<file path="src/rtl/queue_dispatch_ctrl.sv">
// Queue dispatch controller: beam conditioning, counter strobe scheduling and round-robin teller calling.
// Define SERVED_CNT_EN to build the saturating served-customer counter behind served_cnt.

module queue_beam_cond #(
    parameter int DEB_CYCLES = 4
) (
    input  logic clk,
    input  logic Resetn,
    input  logic raw,
    output logic pass_evt
);

    logic       sync1;
    logic       sync2;
    logic       level;
    logic [3:0] cnt;
    logic       flip;

    // The level flips on the DEB_CYCLES-th consecutive differing sample; a flip towards clear is a pass.
    assign flip     = (sync2 != level) && (cnt == 4'(DEB_CYCLES - 1));
    assign pass_evt = flip && sync2;

    always_ff @(posedge clk) begin
        if (!Resetn) begin
            sync1 <= 1'b1;
            sync2 <= 1'b1;
            level <= 1'b1;
            cnt   <= '0;
        end else begin
            sync1 <= raw;
            sync2 <= sync1;
            if (sync2 == level) begin
                cnt <= '0;
            end else if (flip) begin
                level <= sync2;
                cnt   <= '0;
            end else begin
                cnt <= cnt + 4'd1;
            end
        end
    end

endmodule

module queue_dispatch_ctrl #(
    parameter int N_TELLERS    = 3,
    parameter int ID_W         = 2,
    parameter int DEB_CYCLES   = 4,
    parameter int CALL_TIMEOUT = 200
) (
    input  logic                 clk,
    input  logic                 Resetn,
    input  logic                 back_beam,
    input  logic                 front_beam,
    input  logic                 empty_flag,
    input  logic                 full_flag,
    input  logic [N_TELLERS-1:0] teller_req,
    output logic                 up_count,
    output logic                 down_count,
    output logic [N_TELLERS-1:0] teller_grant,
    output logic                 call_active,
    output logic [ID_W-1:0]      call_id,
    output logic                 served_pulse,
    output logic                 timeout_pulse,
    output logic                 reject_pulse,
    output logic [7:0]           served_cnt
);

    typedef enum logic [1:0] {IDLE, ARB, CALL, DONE} state_t;

    state_t          state;
    state_t          next_state;
    logic            back_evt;
    logic            front_evt;
    logic            pend_up;
    logic            pend_dn;
    logic            gap;
    logic            issue_up;
    logic            issue_dn;
    logic [ID_W-1:0] rr_ptr;
    logic [ID_W-1:0] next_ptr;
    logic [ID_W-1:0] arb_idx;
    logic [ID_W:0]   cand;
    logic            arb_found;
    logic [7:0]      timer;
    logic            call_expired;

    queue_beam_cond #(.DEB_CYCLES(DEB_CYCLES)) u_back (
        .clk      (clk),
        .Resetn   (Resetn),
        .raw      (back_beam),
        .pass_evt (back_evt)
    );

    queue_beam_cond #(.DEB_CYCLES(DEB_CYCLES)) u_front (
        .clk      (clk),
        .Resetn   (Resetn),
        .raw      (front_beam),
        .pass_evt (front_evt)
    );

    // Decrements win over increments, and the gap flag forces an idle cycle after every strobe.
    assign issue_dn     = pend_dn && !gap;
    assign issue_up     = pend_up && !pend_dn && !gap;
    assign down_count   = !issue_dn;
    assign up_count     = !issue_up;
    assign reject_pulse = back_evt && full_flag;

    always_ff @(posedge clk) begin
        if (!Resetn) begin
            pend_up <= 1'b0;
            pend_dn <= 1'b0;
            gap     <= 1'b0;
        end else begin
            gap     <= issue_dn || issue_up;
            pend_dn <= issue_dn ? 1'b0 : (pend_dn || (front_evt && !empty_flag));
            pend_up <= issue_up ? 1'b0 : (pend_up || (back_evt && !full_flag));
        end
    end

    // Lowest rotation offset from rr_ptr wins, so scan offsets downwards and keep the last hit.
    always_comb begin
        arb_found = 1'b0;
        arb_idx   = '0;
        cand      = '0;
        for (int i = N_TELLERS - 1; i >= 0; i--) begin
            cand = {1'b0, rr_ptr} + (ID_W+1)'(i);
            if (cand >= (ID_W+1)'(N_TELLERS)) begin
                cand = cand - (ID_W+1)'(N_TELLERS);
            end
            if (teller_req[cand[ID_W-1:0]]) begin
                arb_found = 1'b1;
                arb_idx   = cand[ID_W-1:0];
            end
        end
    end

    assign next_ptr     = (call_id == ID_W'(N_TELLERS - 1)) ? '0 : call_id + ID_W'(1);
    assign call_expired = (timer == 8'(CALL_TIMEOUT - 1));

    always_ff @(posedge clk) begin
        if (!Resetn) begin
            state <= IDLE;
        end else begin
            state <= next_state;
        end
    end

    // In CALL a pass beats a dropped request, which beats the timeout.
    always_comb begin
        next_state = state;
        unique case (state)
            IDLE: if (|teller_req && !empty_flag) next_state = ARB;
            ARB:  next_state = arb_found ? CALL : IDLE;
            CALL: begin
                if (front_evt) begin
                    next_state = DONE;
                end else if (!teller_req[call_id] || call_expired) begin
                    next_state = IDLE;
                end
            end
            DONE: next_state = IDLE;
            default: next_state = IDLE;
        endcase
    end

    always_comb begin
        served_pulse  = (state == DONE);
        timeout_pulse = (state == CALL) && !front_evt && teller_req[call_id] && call_expired;
    end

    always_ff @(posedge clk) begin
        if (!Resetn) begin
            teller_grant <= '0;
            call_active  <= 1'b0;
            call_id      <= '0;
            rr_ptr       <= '0;
            timer        <= '0;
        end else begin
            unique case (state)
                ARB: begin
                    if (arb_found) begin
                        teller_grant <= N_TELLERS'(1) << arb_idx;
                        call_id      <= arb_idx;
                        call_active  <= 1'b1;
                        timer        <= '0;
                    end
                end
                CALL: begin
                    timer <= timer + 8'd1;
                    if (next_state != CALL) begin
                        teller_grant <= '0;
                        call_active  <= 1'b0;
                    end
                    if (timeout_pulse) rr_ptr <= next_ptr;
                end
                DONE: rr_ptr <= next_ptr;
                default: ;
            endcase
        end
    end

`ifdef SERVED_CNT_EN
    logic [7:0] served_q;

    always_ff @(posedge clk) begin
        if (!Resetn) begin
            served_q <= '0;
        end else if (served_pulse && served_q != 8'hFF) begin
            served_q <= served_q + 8'd1;
        end
    end

    assign served_cnt = served_q;
`else
    assign served_cnt = 8'd0;
`endif

endmodule
</file>
<file path="config.mk">
export PLATFORM = sky130hd
export DESIGN_NAME = queue_dispatch_ctrl
export DESIGN_NICKNAME = d
export VERILOG_FILES = /design/src/rtl/queue_dispatch_ctrl.sv
export SDC_FILE = /design/constraint.sdc
export NUM_CORES = 1
export LEC_CHECK = 0
export ABC_AREA = 0
export CAP_MARGIN = 20
export CORE_UTILIZATION = 35
export CTS_CLUSTER_DIAMETER = 50
export DETAILED_ROUTE_END_ITERATION = 10
export PLACE_DENSITY_LB_ADDON = 0.05
export RECOVER_POWER = 100
export SLEW_MARGIN = 20
export SYNTH_ARGS = -nofsm -noshare
export SYNTH_HDL_FRONTEND = slang
export SYNTH_SLANG_ARGS = --single-unit
export TNS_END_PERCENT = 5
</file>
<file path="constraint.sdc">
create_clock -name clk -period 5.15 [get_ports clk]
set_clock_uncertainty 0.2 [all_clocks]
set_input_delay 1.2875 -clock clk [delete_from_list [all_inputs] [get_ports clk]]
set_output_delay 1.2875 -clock clk [all_outputs]
set_load 0.02 [all_outputs]
</file>
# --- Word level (Yosys, flattened, before mapping) ---
# Cells that the tools add are included.
totals:
  ff_bits: 35
  latch_bits: 0
  ramBits: 0
  rom_bits: 0
  input_bits: 9
  output_inout_bits: 19
  wordCells: 125
  mem_count: 0
classes:
  n_addsub: 9
  mul: 0
  div: 0
  n_lt_le_gt_ge: 7
  eq_ne: 15
  shifts: 1
  muxes: 33
  n_bitwise: 3
  n_reduce_logical: 40
op_table:
  columns: ["op", "n"]
  rows:
  - ["2-bit two-way mux", 12]
  - ["8-bit one-hot mux with 2 select lines", 1]
  - ["1-bit logical AND", 14]
  - ["2-bit by 3-bit < comparator with 1-bit output (second input constant)", 4]
  - ["2-bit AND reduction", 5]
  - ["1-bit two-way mux", 9]
  - ["3-bit OR reduction", 3]
  - ["4-bit by 1-bit adder with 4-bit output (second input constant)", 2]
  - ["8-bit by 1-bit adder with 8-bit output (second input constant)", 1]
  - ["1-bit binary-select mux with 2-bit select", 4]
  - ["4-bit by 2-bit equality test with 1-bit output (second input constant)", 2]
  - ["8-bit equality test (second input constant)", 1]
  - ["1-bit zero test", 8]
  - ["8-bit two-way mux", 1]
  - ["2-bit one-hot mux with 4 select lines", 1]
  - ["2-bit equality test (second input constant)", 3]
  - ["3-bit by 2-bit >= comparator with 1-bit output (second input constant)", 2]
  - ["3-bit two-way mux", 2]
  - ["2-bit != test (second input constant)", 3]
  - ["3-bit one-hot mux with 2 select lines", 1]
  - ["2-bit subtractor (second input constant)", 3]
  - ["1-bit logical OR", 4]
  - ["2-bit one-hot mux with 2 select lines", 1]
  - ["2-bit nonzero test", 2]
  - ["other kinds (14)", 19]

# --- Logic depth before layout (Yosys ltp) ---
depth:
  ltp_word: 13
  depth_mapped: 10
  depth_no_buf: 8

# --- Hierarchy ---
# From an unflattened synthesis, not the netlist that was laid out.
unflattened:
  hier_cells: 205
  area_unflattened_um2: 1786.7
by_module_without_submodules:
  columns: ["module", "instances", "cells_each", "area_per_inst_um2", "seq_area_each_um2"]
  rows:
  - ["queue_dispatch_ctrl", 1, 157, 1281.2, 420.4]
  - ["queue_beam_cond", 2, 24, 252.7, 140.1]

# --- Worst setup path after synthesis ---
# No wires, ideal clock.
synth_timing:
  kind: "input to output"
  from: "input port teller_req[2]"
  to: "output port timeout_pulse"
  arrival_ns: 2.156
  t_required_ns: 3.663
  path_slack_ns: 1.507
  stages: 4
  path_buffers: 0
  cell_sequence: "mux2i_1 > o2bb2ai_1 > nand2b_1 > nor3_1"
synth_between:
  elab_chain_len: 4
synth_lines:
  columns: ["element", "line", "source"]
  rows:
  - ["start: declaration", "57", "input logic [N_TELLERS-1:0] teller_req,"]
  - ["1-bit binary-select mux with 2-bit select", "169", "timeout_pulse = (state == CALL) && !front_evt && teller_req[call_id] && call_expired;"]
  - ["1-bit two-way mux (not written as such)", "169", null]
  - ["1-bit logical AND (2 in a row)", "169", null]
  - ["end: declaration", "64", "output logic timeout_pulse,"]
# Every way passes these cells. The select of a mux whose other input is x is not followed.

# --- Worst setup path after layout ---
# Same ends and word-level chain as after synthesis.

==> impl_metrics.env <==
export IMPL_syn_avg_cell_area_um2=8.574
export IMPL_worstSetupPathType="in2out"
export IMPL_reg2regPathDepth=8
export IMPL_holdPathEnd="u_back.sync2"
export IMPL_ys_warn_count=0
export IMPL_grtUsageTotal_pct=14.28
export IMPL_holdWs_ns=0.2070
export IMPL_die_area_um2=5285
export IMPL_synthTopCellsByArea="dfxtp_1 (40%), nor2_1 (5.4%), ha_1 (4.3%), nand3_1 (3.7%), nand2b_1 (3.6%)"
export IMPL_hold_viol=0
export IMPL_crit_arrival_ns=3.33
export IMPL_rr_endpoint="timer[4]"
export IMPL_drc=0
export IMPL_grt_antenna_before_repair=0
export IMPL_drtPass1Iterations=4
export IMPL_seq_area_um2=700.7
export IMPL_p_int_uw=400.8
export IMPL_io_pins=28
export IMPL_clock_latency_ns=0.28
export IMPL_max_freq_ghz=0.2077
export IMPL_netSwitchingFraction_pct=24.04
export IMPL_power_frac_seq_pct=53.2
export IMPL_die_y_um=72.70
export IMPL_multi_input_area_um2=944.7
export IMPL_place_inst=286
export IMPL_timing_final_crit_period_ns=4.815
export IMPL_period_share_pct=93.49
export IMPL_rows=25
export IMPL_grt_setup_unrepaired="false"
export IMPL_drive_gt1_share_pct=4.425
export IMPL_htreeDepth=2
export IMPL_crit_path_end_kind="output pin"
export IMPL_n_antenna_cell=0
export IMPL_status="complete, no violations"
export IMPL_cts_tree="built"
export IMPL_power_net_switching_uw=126.9
export IMPL_nNetsFinal=241
export IMPL_via_per_inst=4.843
export IMPL_synthCells=204
export IMPL_clk_path_buf_depth=2
export IMPL_critPathLaunchType="input port"
export IMPL_powerDensity_nw_per_um2=257.6
export IMPL_power_uw=527.7
export IMPL_dpl_hpwl_um=2641
export IMPL_timing_setup_tns_ns=0
export IMPL_area_growth_pct=17.10
export IMPL_rr_startpoint="rr_ptr[0]"
export IMPL_hp_class="reg2reg"
export IMPL_synthesis_area_um2=1749
export IMPL_p_comb_share_pct=9.7
export IMPL_drtAntennaViolNets=0
export IMPL_die_width_um=72.70
export IMPL_vdd_drop_max_mv=0.1294
export IMPL_start_util_pct=36.79
export IMPL_ff2ff_setup_slack_ns=2.26
export IMPL_overflow=0
export IMPL_post_cts_resized=0
export IMPL_pwr_share_clk_pct=37.0
export IMPL_ys_types=43
export IMPL_wl_per_cell_um=11.99
export IMPL_slew_limit_headroom_pct=43.85
export IMPL_yosys_area_top_type_share_pct=40.06
export IMPL_maxSlewViolCount=0
export IMPL_crit_path_max_fanout=6
export IMPL_yosysSeqAreaShare_pct=40.06
export IMPL_cts_setup_buffers=0
export IMPL_grt_pass1_wl_um=5747
export IMPL_setup_viol=0
export IMPL_final_cells=293
export IMPL_synth_seq_cells=35
export IMPL_core_um2=4755
export IMPL_clk_pin_slew_worst_paths_ns=0.06
export IMPL_io_buffers=19
export IMPL_grt_pass1_vias=1306
export IMPL_vias=1419
export IMPL_cts_num_sinks=35
export IMPL_leakagePower_uw=0.0008223
export IMPL_grt_max_degree=20
export IMPL_worst_pin_slew_ns=0.8423
export IMPL_hold_buffers=0
export IMPL_min_path_cells=1
export IMPL_drtIter0Drc=46
export IMPL_worstPathRequired_ns=3.66
export IMPL_min_from="u_back.sync1"
export IMPL_n_fill_cell=486
export IMPL_cts_root_buf="clkbuf_8"
export IMPL_wirelength_um=3514
export IMPL_yosys_area_top_type="dfxtp_1"
export IMPL_gp_congestion=0.7843
export IMPL_maxCapViolCount=0
export IMPL_cts_buffers=5
cell families after synthesis:
family | share of synthesized area [%]
simple gates | 27.40
flops | 40.06
compound gates | 12.38
buf+inv | 7.296
xor+xnor | 5.508
fa+ha+maj | 4.292
mux | 2.861
other cells | 0.2144
cells in the mapped netlist:
| cell type | number |
|---|---|
| nand2b_1 | 10 |
| clkbuf_1 | 2 |
| o21ai_1 | 2 |
| o21ai_2 | 1 |
| a22oi_1 | 1 |
| nor2_1 | 25 |
| and2b_1 | 1 |
| buf_6 | 2 |
| mux2i_1 | 5 |
| o2111ai_1 | 1 |
| a21oi_1 | 10 |
| nor3_4 | 1 |
| o2bb2ai_1 | 2 |
| nor3_1 | 5 |
| ha_1 | 6 |
| and2_1 | 3 |
| and3_1 | 3 |
| o211ai_1 | 3 |
| buf_4 | 8 |
| clkinv_1 | 1 |
| or2_1 | 1 |
| nor3b_1 | 2 |
| xor2_1 | 7 |
| nand2_1 | 15 |
| a311oi_1 | 1 |
| o211a_1 | 2 |
| conb_1 | 1 |
| nand3_1 | 13 |
| a2bb2oi_1 | 1 |
| o21ai_0 | 2 |
| a31oi_1 | 1 |
| inv_1 | 9 |
| nor2b_1 | 4 |
| nand4_1 | 3 |
| or3b_1 | 2 |
| and4b_1 | 1 |
| and2_4 | 1 |
| nor2_2 | 1 |
| o21a_1 | 3 |
| nand3b_1 | 1 |
| xnor2_1 | 4 |
| o31ai_1 | 2 |
| dfxtp_1 | 35 |
how the worst max path moves through the flow:
stage / from / endpoint / cells past startpoint
3_3_place_gp: teller_req[2] / timeout_pulse / 6
4_1_cts: teller_req[2] / timeout_pulse / 6
3_5_place_dp: teller_req[2] / timeout_pulse / 6
6_report: teller_req[2] / timeout_pulse / 6
5_1_grt: teller_req[2] / timeout_pulse / 6
2_1_floorplan: teller_req[2] / timeout_pulse / 4
stage by stage:
step / area [um^2] / setup WS [ns] / util (%)
after floorplan: 1775 / 1.507 / -
after global routing: 2048 / 0.1885 / 43.08
after global placement: 1967 / 0.5024 / 41.37
final: 2048 / 0.3353 / 43.08
after detailed placement: 1967 / 0.4686 / 41.37
after CTS: 2054 / 0.4662 / 43.21
final cells by class:
class,count,area share [%]
Clock inverter,1,0.2443
Inverter,10,1.833
Tap cell,67,4.093
Timing Repair Buffer,20,9.469
Multi-Input combinational cell,154,46.12
Sequential cell,35,34.21
Clock buffer,6,4.032
layer usage:
metal	GRT usage [%]	up-vias	share of wire, %	routed length (um)
li1	-	721	-	-
met1	16.21	651	47	1638
met4	6.972	0	2.1	74
met5	0	-	0	0
met2	24.40	38	46	1634
met3	4.282	9	4.8	167
power by group through the flow:
stage / Combinational [uW] / Clock [uW] / Sequential (uW)
2_1_floorplan: 37.8 / 0 / 289
3_3_place_gp: 53.0 / 0 / 287
3_5_place_dp: 53.9 / 0 / 287
4_1_cts: 54.1 / 205 / 281
5_1_grt: 57.1 / 214 / 282
6_report: 51.4 / 195 / 281
state kept, by name, indices dropped and copies added (netlist names):
register and count:
call_active 1, call_id 2, gap 1, pend_dn 1
pend_up 1, rr_ptr 2, state 2, teller_grant 3
timer 8, u_back.cnt 4, u_back.level 1, u_back.sync1 1
u_back.sync2 1, u_front.cnt 4, u_front.level 1, u_front.sync1 1
u_front.sync2 1
critical path: stages:
cell	delay, ns
dlygate4sd3_1	0.67
mux2i_1	0.11
o2bb2ai_1	0.23
nand2b_1	0.13
nor3_1	0.20
dlygate4sd3_1	0.70
cells in the final DEF (no fill, tap or decap), types with 3 or more instances in the layout:
cell,count
nor3_1,5
conb_1,8
xnor2_1,4
inv_1,9
and2_1,3
nor2b_1,4
dlygate4sd3_1,14
clkbuf_8,6
o21a_1,3
ha_1,6
and3_1,3
nand3_1,13
a21oi_1,10
xor2_1,7
mux2i_1,5
dfxtp_1,35
o21ai_0,3
nand2b_1,10
nand2_1,15
nor2_1,25
o211ai_1,3
clkdlybuf4s50_1,5
nand4_1,3
(Power assumes the default switching activity.)
